`src/rtl/ssd_pkg.sv`:
```
// Shared constants and types for the seven-segment value encoder.
// Segment patterns are active-low, bit order {dp,g,f,e,d,c,b,a}.
package ssd_pkg;

    localparam logic [7:0] SEG_0     = 8'hC0;
    localparam logic [7:0] SEG_1     = 8'hF9;
    localparam logic [7:0] SEG_2     = 8'hA4;
    localparam logic [7:0] SEG_3     = 8'hB0;
    localparam logic [7:0] SEG_4     = 8'h99;
    localparam logic [7:0] SEG_5     = 8'h92;
    localparam logic [7:0] SEG_6     = 8'h82;
    localparam logic [7:0] SEG_7     = 8'hF8;
    localparam logic [7:0] SEG_8     = 8'h80;
    localparam logic [7:0] SEG_9     = 8'h90;
    localparam logic [7:0] SEG_BLANK = 8'hFF;
    localparam logic [7:0] SEG_DASH  = 8'hBF;

    localparam int unsigned DP_BIT    = 7;
    localparam int unsigned OVF_LIMIT = 9999;
    localparam int unsigned BCD_W     = 16;

    typedef enum logic [1:0] {
        ST_IDLE   = 2'd0,
        ST_SHIFT  = 2'd1,
        ST_UPDATE = 2'd2
    } state_e;

endpackage

```
`src/rtl/bcd_to_seg.sv`:
```
// Combinational BCD digit to active-low segment pattern (dp bit left off).
// Ports: bcd - 4-bit BCD digit; seg_c - {dp,g,f,e,d,c,b,a}, non-decimal codes blank.
module bcd_to_seg
    import ssd_pkg::*;
(
    input  logic [3:0] bcd,
    output logic [7:0] seg_c
);

    always_comb begin
        seg_c = SEG_BLANK;
        case (bcd)
            4'd0:    seg_c = SEG_0;
            4'd1:    seg_c = SEG_1;
            4'd2:    seg_c = SEG_2;
            4'd3:    seg_c = SEG_3;
            4'd4:    seg_c = SEG_4;
            4'd5:    seg_c = SEG_5;
            4'd6:    seg_c = SEG_6;
            4'd7:    seg_c = SEG_7;
            4'd8:    seg_c = SEG_8;
            4'd9:    seg_c = SEG_9;
            default: seg_c = SEG_BLANK;
        endcase
    end

endmodule

```
`src/rtl/ssd_value_encoder.sv`:
```
// Binary value to four active-low seven-segment patterns via sequential
// double-dabble, with leading-zero blanking, decimal points and overflow dashes.
// Ports: clk, rst (sync, active-high); load/value/dp_mask request a conversion;
//        busy, done (1-cycle pulse), overflow; digit1 (rightmost) .. digit4.
module ssd_value_encoder
    import ssd_pkg::*;
#(
    parameter int unsigned WIDTH         = 14,
    parameter bit          BLANK_LEADING = 1'b1
) (
    input  logic             clk,
    input  logic             rst,
    input  logic             load,
    input  logic [WIDTH-1:0] value,
    input  logic [3:0]       dp_mask,
    output logic             busy,
    output logic             done,
    output logic             overflow,
    output logic [7:0]       digit1,
    output logic [7:0]       digit2,
    output logic [7:0]       digit3,
    output logic [7:0]       digit4
);

    localparam int unsigned CNT_W = $clog2(WIDTH + 1);

    state_e                 state_q, state_d;
    logic [WIDTH-1:0]       bin_q, bin_d;
    logic [BCD_W-1:0]       bcd_q, bcd_d;
    logic [CNT_W-1:0]       cnt_q, cnt_d;
    logic [3:0]             dp_q, dp_d;
    logic                   ovf_pend_q, ovf_pend_d;
    logic                   busy_q, busy_d;
    logic                   done_q, done_d;
    logic                   overflow_q, overflow_d;
    logic [3:0][7:0]        digit_q, digit_d;

    logic [BCD_W-1:0]       bcd_adj_c;
    logic [3:0][7:0]        seg_c;
    logic [3:0][7:0]        disp_c;
    logic [3:0]             blank_c;

    // State and datapath registers
    always_ff @(posedge clk) begin
        if (rst) begin
            state_q    <= ST_IDLE;
            bin_q      <= '0;
            bcd_q      <= '0;
            cnt_q      <= '0;
            dp_q       <= '0;
            ovf_pend_q <= 1'b0;
            busy_q     <= 1'b0;
            done_q     <= 1'b0;
            overflow_q <= 1'b0;
            digit_q    <= {4{SEG_BLANK}};
        end else begin
            state_q    <= state_d;
            bin_q      <= bin_d;
            bcd_q      <= bcd_d;
            cnt_q      <= cnt_d;
            dp_q       <= dp_d;
            ovf_pend_q <= ovf_pend_d;
            busy_q     <= busy_d;
            done_q     <= done_d;
            overflow_q <= overflow_d;
            digit_q    <= digit_d;
        end
    end

    // Next-state logic
    always_comb begin
        state_d = state_q;
        case (state_q)
            ST_IDLE:   if (load) state_d = ST_SHIFT;
            ST_SHIFT:  if (cnt_q == CNT_W'(WIDTH - 1)) state_d = ST_UPDATE;
            ST_UPDATE: state_d = ST_IDLE;
            default:   state_d = ST_IDLE;
        endcase
    end

    // Add-3 correction on every BCD nibble that is 5 or more
    always_comb begin
        bcd_adj_c = bcd_q;
        for (int i = 0; i < 4; i++) begin
            if (bcd_q[i*4 +: 4] >= 4'd5) begin
                bcd_adj_c[i*4 +: 4] = bcd_q[i*4 +: 4] + 4'd3;
            end
        end
    end

    // Per-digit segment decode
    for (genvar g = 0; g < 4; g++) begin : g_seg
        bcd_to_seg u_bcd_to_seg (
            .bcd   (bcd_q[g*4 +: 4]),
            .seg_c (seg_c[g])
        );
    end

    // Final display patterns: a digit blanks only if every digit left of it is zero too
    always_comb begin
        blank_c    = '0;
        blank_c[3] = BLANK_LEADING && (bcd_q[15:12] == 4'd0);
        blank_c[2] = blank_c[3] && (bcd_q[11:8] == 4'd0);
        blank_c[1] = blank_c[2] && (bcd_q[7:4] == 4'd0);
        disp_c     = '0;
        for (int i = 0; i < 4; i++) begin
            disp_c[i] = blank_c[i] ? SEG_BLANK : seg_c[i];
            if (dp_q[i]) disp_c[i][DP_BIT] = 1'b0;
            if (ovf_pend_q) disp_c[i] = SEG_DASH;
        end
    end

    // Datapath and output register updates
    always_comb begin
        bin_d      = bin_q;
        bcd_d      = bcd_q;
        cnt_d      = cnt_q;
        dp_d       = dp_q;
        ovf_pend_d = ovf_pend_q;
        overflow_d = overflow_q;
        digit_d    = digit_q;
        done_d     = 1'b0;
        busy_d     = (state_d != ST_IDLE);
        case (state_q)
            ST_IDLE: begin
                if (load) begin
                    bin_d      = value;
                    dp_d       = dp_mask;
                    bcd_d      = '0;
                    cnt_d      = '0;
                    ovf_pend_d = (32'(value) > OVF_LIMIT);
                end
            end
            ST_SHIFT: begin
                {bcd_d, bin_d} = {bcd_adj_c, bin_q} << 1;
                cnt_d          = cnt_q + CNT_W'(1);
            end
            ST_UPDATE: begin
                digit_d    = disp_c;
                overflow_d = ovf_pend_q;
                done_d     = 1'b1;
            end
            default: ;
        endcase
    end

    assign busy     = busy_q;
    assign done     = done_q;
    assign overflow = overflow_q;
    assign digit1   = digit_q[0];
    assign digit2   = digit_q[1];
    assign digit3   = digit_q[2];
    assign digit4   = digit_q[3];

endmodule
```
`config.mk`:
```
export PLATFORM = sky130hd
export DESIGN_NAME = ssd_value_encoder
export DESIGN_NICKNAME = d
export VERILOG_FILES = /design/src/rtl/ssd_pkg.sv /design/src/rtl/bcd_to_seg.sv /design/src/rtl/ssd_value_encoder.sv
export SDC_FILE = /design/constraint.sdc
export NUM_CORES = 1
export LEC_CHECK = 0
export ABC_AREA = 1
export CAP_MARGIN = 30
export CORE_MARGIN = 4
export CORE_UTILIZATION = 45
export DETAILED_ROUTE_END_ITERATION = 10
export HOLD_SLACK_MARGIN = 0.12
export PLACE_DENSITY = 0.77
export SLEW_MARGIN = 10
export SYNTH_ARGS = -nofsm -noshare
export SYNTH_HDL_FRONTEND = slang
export SYNTH_SLANG_ARGS = --single-unit
```
`constraint.sdc`:
```
create_clock -name clk -period 6.2 [get_ports clk]
set_clock_uncertainty 0.15 [all_clocks]
set_input_delay 1.86 -clock clk [delete_from_list [all_inputs] [get_ports clk]]
set_output_delay 1.86 -clock clk [all_outputs]
set_load 0.005 [all_outputs]
```
# == Word level (Yosys, flattened, before mapping) ==
# Memory sizes are Yosys's and may differ from the RTL's. A register that Yosys moved wholly into a read port is not among the register bits.
# Index checks and enable logic that the tools add are counted.
# op_classes
eq_ne,4
add_sub_neg,5
mux,33
reduce_logical,10
order_cmp,5
# op_table
cell,count
$mux 8,7
$mux 4,12
$pmux 16 s2,1
$pmux 14 s2,1
$ge 4x3->1 const B,4
$mux 16,1
$gt 14x14->1 const B,1
$mux 14,1
$add 4x2->4 const B,3
$logic_not 4->1,3
$pmux 4 s2,1
$mux 1,5
$add 4x1->4 const B,1
$eq 4x4->1 const B,1
$mux 2,2
$pmux 2 s2,1
$reduce_and 2->1,2
$reduce_bool 2->1,2
$add 3x2->3 const B,1
$mux 3,1
$eq 2x1->1 const B,1
$eq 2x2->1 const B,1
$logic_and 1x1->1,2
$logic_not 2->1,1
$ne 2x2->1 const B,1
# totals
reg_bits,76
output_inout_bits,35
word_cells,74
romBits,448
in_bits,21
n_memories,4
# memory_table
name,words,width,read_ports,rd_clocked_by_memory_dff,wr,line_no,rtl
(no name shown),16,7,1,1,0,bcd_to_seg.sv:12,case (bcd)
(no name shown),16,7,1,1,0,bcd_to_seg.sv:12,
(no name shown),16,7,1,1,0,bcd_to_seg.sv:12,
(no name shown),16,7,1,1,0,bcd_to_seg.sv:12,

# == Depth between registers and ports, before layout ==
# logic_depth
depth_word,6
mapped_depth,15
ltp_nobuf,15

# == By module ==
# Synthesis repeated with hierarchy kept, for this count alone.
# hier_totals
cells_unflattened,620
area_unflattened_um2,4196.5
# modules_own_cells
module,instances,cells_each,area_per_inst_um2,seq_area_each_um2
ssd_value_encoder,1,472,3400.8,1521.5
bcd_to_seg,4,37,198.9,0.0

# == Worst setup path after synthesis ==
# No wires, ideal clock.
# synth_path
path_type,input to register
startpoint,input port load
endpoint,"register, netlist name g_seg[0].u_bcd_to_seg.seg_c[3]"
setup_ps,121
path_buffers,0
required_ps,5929
setup_slack_ps,2733
stages,10
t_arrival_ps,3196
path_cell_list,o21ai_4 > inv_2 > o21ai_0 > nand2_1 > inv_1 > ha_1 > nand3_1 > nand2_1 > nand2_1 > nand2_1
# synth_between
elab_chain_cells,4
# synth_rtl
element,line_no,rtl
start: declaration,ssd_value_encoder.sv:13,"input logic load,"
$ne 2x2->1 (no line),--,
$reduce_and 2->1 (no line),--,
$mux 4 (no line) (2 in series),--,
# No other way between the ends.
# A chain may end at the register's enable or synchronous reset.

# == Final worst setup path ==
# layout_path
startpoint,input port load
endpoint,"register, netlist name g_seg[0].u_bcd_to_seg.seg_c[3]"
# layout_between
elab_chain_cells,4
# layout_rtl
element
$ne 2x2->1 (no line)
$reduce_and 2->1 (no line)
$mux 4 (no line) (2 in series)
# No other way between the ends.

==> results.toml <==
[floorplan]
die_y_um = 112
dieArea_sq_um = 12600
core-area_sq_um = 10500
rows = 37
ios = 56
start_util_pct = 46.8
die_x_um = 112

[critical_path]
crit_chain = "clkdlybuf4s50_1 -> o21ai_4 -> buf_4 -> inv_2 -> o21ai_0 -> nand2_1 -> inv_1 -> ha_1 -> nand3_1 -> nand2_1 -> nand2_1 -> nand2_1"
criticalPathCategory = "in -> reg"
rrSetupSlack_ps = 3490
cp.arrival_ps = 4210
path_common_cell = "nand2_1"
cp.required_ps = 6310
cpPeakStageDelay_ps = 470
cp_slowest_cell = "clkdlybuf4s50_1"
crit_path_end_kind = "register"
crit_path_max_fanout = 25
critPathLaunchType = "input port"

[finish]
finalNetCount = 724
instances_no_fill = 811
syn_to_final_growth_pct = 17.0
drive_gt1_share_pct = 10.5
diodes = 0

[sta]
min_period_over_period_pct = 66.3
rsz0062_at_grt = "no"
max_slew_margin_pct = 41.6
tns_ps = 0
min_period_ps = 4110
drv_slew = 0
finalSetupViolations = 0
tightest_slew_ps = 873
finalHoldViolCount = 0
fmax_mhz = 243

[global_routing]
grt_util_met3_pct = 3.13
gr-usage-met1_pct = 19.3
grt_pass1_wl_um = 17300
antenna_found_initial = 0
grt_pass1_vias = 3938
grt_use_total_pct = 16.4
busiest_layer = "met2"
overflow = 0
met2_usage_pct = 29.3
grt_max_degree = 38

[clock_network]
root_buffer = "clkbuf_8"
clock_tree.buffer_depth = 2
clock_sinks = 104
clk_latency_ps = 360
cts.repair.resized = 0
cts_hold_buf = 0
cts_tree = "yes"
clk_pin_slew_ps = 90
cts_buffers = 9
h-tree-depth = 3
postCtsSetupRepairBufs = 0

[yosys]
synth_top_flop_cell = "dfxtp_1"
yosysWarnings = 0
synth_cell_type_count = 40
yosysMostFrequentCell = "nand2_1"
yosysTopAreaCell = "dfxtp_1"
async_flop_share_pct = 0
syn_nets = 675
synth-edff-count = 0
syn_inst = 622
synth_commonest_cells = "nand2_1 (189), dfxtp_1 (104), nand3_1 (56)"
ys_ff_latch = 104
synth.avg_cell_area_sq_um = 7.88
synth_top_area_share_pct = 42.5
netlist_area_sq_um = 4900
seq_area_frac_synth_pct = 42.5
synth.area.top_cells = "dfxtp_1 (43%), nand2_1 (14%), ha_1 (8.2%)"

[placed_design]
portBuffers = 55
placed_cells = 796
routabilityCongestion = 0.864
dp_hpwl_um = 7350

[power_and_ir_drop]
switching_share_pct = 21.4
power.switching_w = 0.000259
power_density_nw_per_um2 = 211
ir_drop_mv = 0.112
p_leak_nw = 2.72
clkPwrFrac_pct = 38.1
pwr-share-seq_pct = 56.6
p_int_w = 0.000950
power_frac_comb_pct = 5.3

[flow_run]
cap_violations = 0

[route]
drtAntennaViolNets = 0
vias_per_cell = 5.08
vias = 4122
dr.pass1.iters = 6
drtIter0Drc = 224
wire_per_inst_um = 12.2
wl_um = 9930
drc = 0

[run_status]
status = "complete, no violations"

[min_path]
hold_class = "reg -> reg"
## area by class of cell
cell class / count / area (sq um)
clock buffer: 12 / 155
tap: 136 / 170
clock inverter: 3 / 65.1
timing repair buffer: 60 / 588
multi-input combinational: 431 / 2430
fill: 976 / 4730
sequential: 104 / 2080
inverter: 65 / 245
## per-layer routing
metal | vias to the layer above | part of all wire, %
met5 | - | 0
met4 | 0 | 1.6
met3 | 17 | 3.8
met2 | 79 | 51
met1 | 1904 | 44
li1 | 2122 | -
## flip-flops by register name, indices dropped and copies added, names as in the netlist
signal,flops
bcd_q,16
bin_q,14
busy,1
cnt_q,4
digit1,8
digit2,8
digit3,8
digit4,8
done,1
dp_q,4
g_seg.u_bcd_to_seg.seg_c,28
overflow,1
ovf_pend_q,1
state_q,2
## through the flow
| stage | setup slack (ps) | instance area, sq um | total power [W] | utilization (%) | hold slack (ps) |
|---|---|---|---|---|---|
| after floorplan | 2730 | 4900 | 0.000744 | - | 266 |
| after global placement | 1840 | 5510 | 0.000763 | 52.7 | 279 |
| after detailed placement | 1720 | 5510 | 0.000765 | 52.7 | 286 |
| after CTS | 2110 | 5730 | 0.00122 | 54.8 | 306 |
| after global routing | 1910 | 5730 | 0.00125 | 54.8 | 317 |
| final | 2090 | 5730 | 0.00121 | 54.8 | 306 |
## critical path, delay by kind of cell
family | cells | cell delay [ps]
compound gates | 2 | 560
buf+inv | 4 | 1060
simple gates | 5 | 470
fa+ha+maj | 1 | 250
## final timing paths
path / start / cells after the start / endpoint
worst min register to register: g_seg[3].u_bcd_to_seg.seg_c[1] / 2 / digit4[1]
worst min-delay path: g_seg[3].u_bcd_to_seg.seg_c[1] / 2 / digit4[1]
worst max register to register: state_q[0] / 11 / g_seg[0].u_bcd_to_seg.seg_c[3]
worst max-delay path: load / 12 / g_seg[0].u_bcd_to_seg.seg_c[3]
## power by group through the flow
| stage | combinational (W) | clock, W | sequential (W) |
|---|---|---|---|
| global placement | 0.0000632 | 0 | 0.000699 |
| CTS | 0.0000652 | 0.000470 | 0.000684 |
| detailed placement | 0.0000650 | 0 | 0.000700 |
| global route | 0.0000722 | 0.000495 | 0.000686 |
| finish | 0.0000646 | 0.000460 | 0.000684 |
| floorplan | 0.0000457 | 0 | 0.000698 |
## cells by family after synthesis
family	count (synthesis)	share of synthesized area [%]
AOI/OAI and AO/OA	87	11.9
DFF	104	42.5
adders and majority gates	32	8.17
xor gates and xnor gates	1	0.179
and+or+nand+nor	311	29.3
buffers and inverters	87	7.94
## placed cells by master (no fill, tap or decap)
cell type | synthesis | final
clkinv_2 | 1 | 2
o22ai_1 | 19 | 19
buf_4 | 2 | 5
clkbuf_1 | 5 | 1
dfxtp_1 | 104 | 104
nand2_2 | 10 | 10
a31oi_1 | 7 | 7
a21oi_1 | 12 | 12
nand4_1 | 9 | 9
o32ai_1 | 1 | 1
inv_2 | 10 | 11
o21ai_0 | 26 | 26
clkdlybuf4s50_1 | 0 | 55
o21ai_1 | 2 | 2
nor2_1 | 20 | 20
or2_1 | 2 | 2
o21ai_2 | 6 | 6
xor2_1 | 1 | 1
o21a_1 | 1 | 1
nor2_2 | 1 | 1
o211ai_2 | 1 | 1
o22ai_2 | 2 | 2
ha_1 | 32 | 32
inv_1 | 54 | 53
o22ai_4 | 1 | 1
nand3_1 | 56 | 56
nand2_4 | 8 | 8
bufinv_16 | 0 | 2
clkbuf_8 | 1 | 11
nand3b_1 | 7 | 7
a311oi_1 | 1 | 1
a21oi_4 | 1 | 1
a22oi_1 | 5 | 5
nor2_4 | 2 | 2
nor4_1 | 1 | 1
nand3_2 | 6 | 6
nand2_1 | 189 | 189
o21ai_4 | 2 | 2
Power figures use the tool's default switching activity.
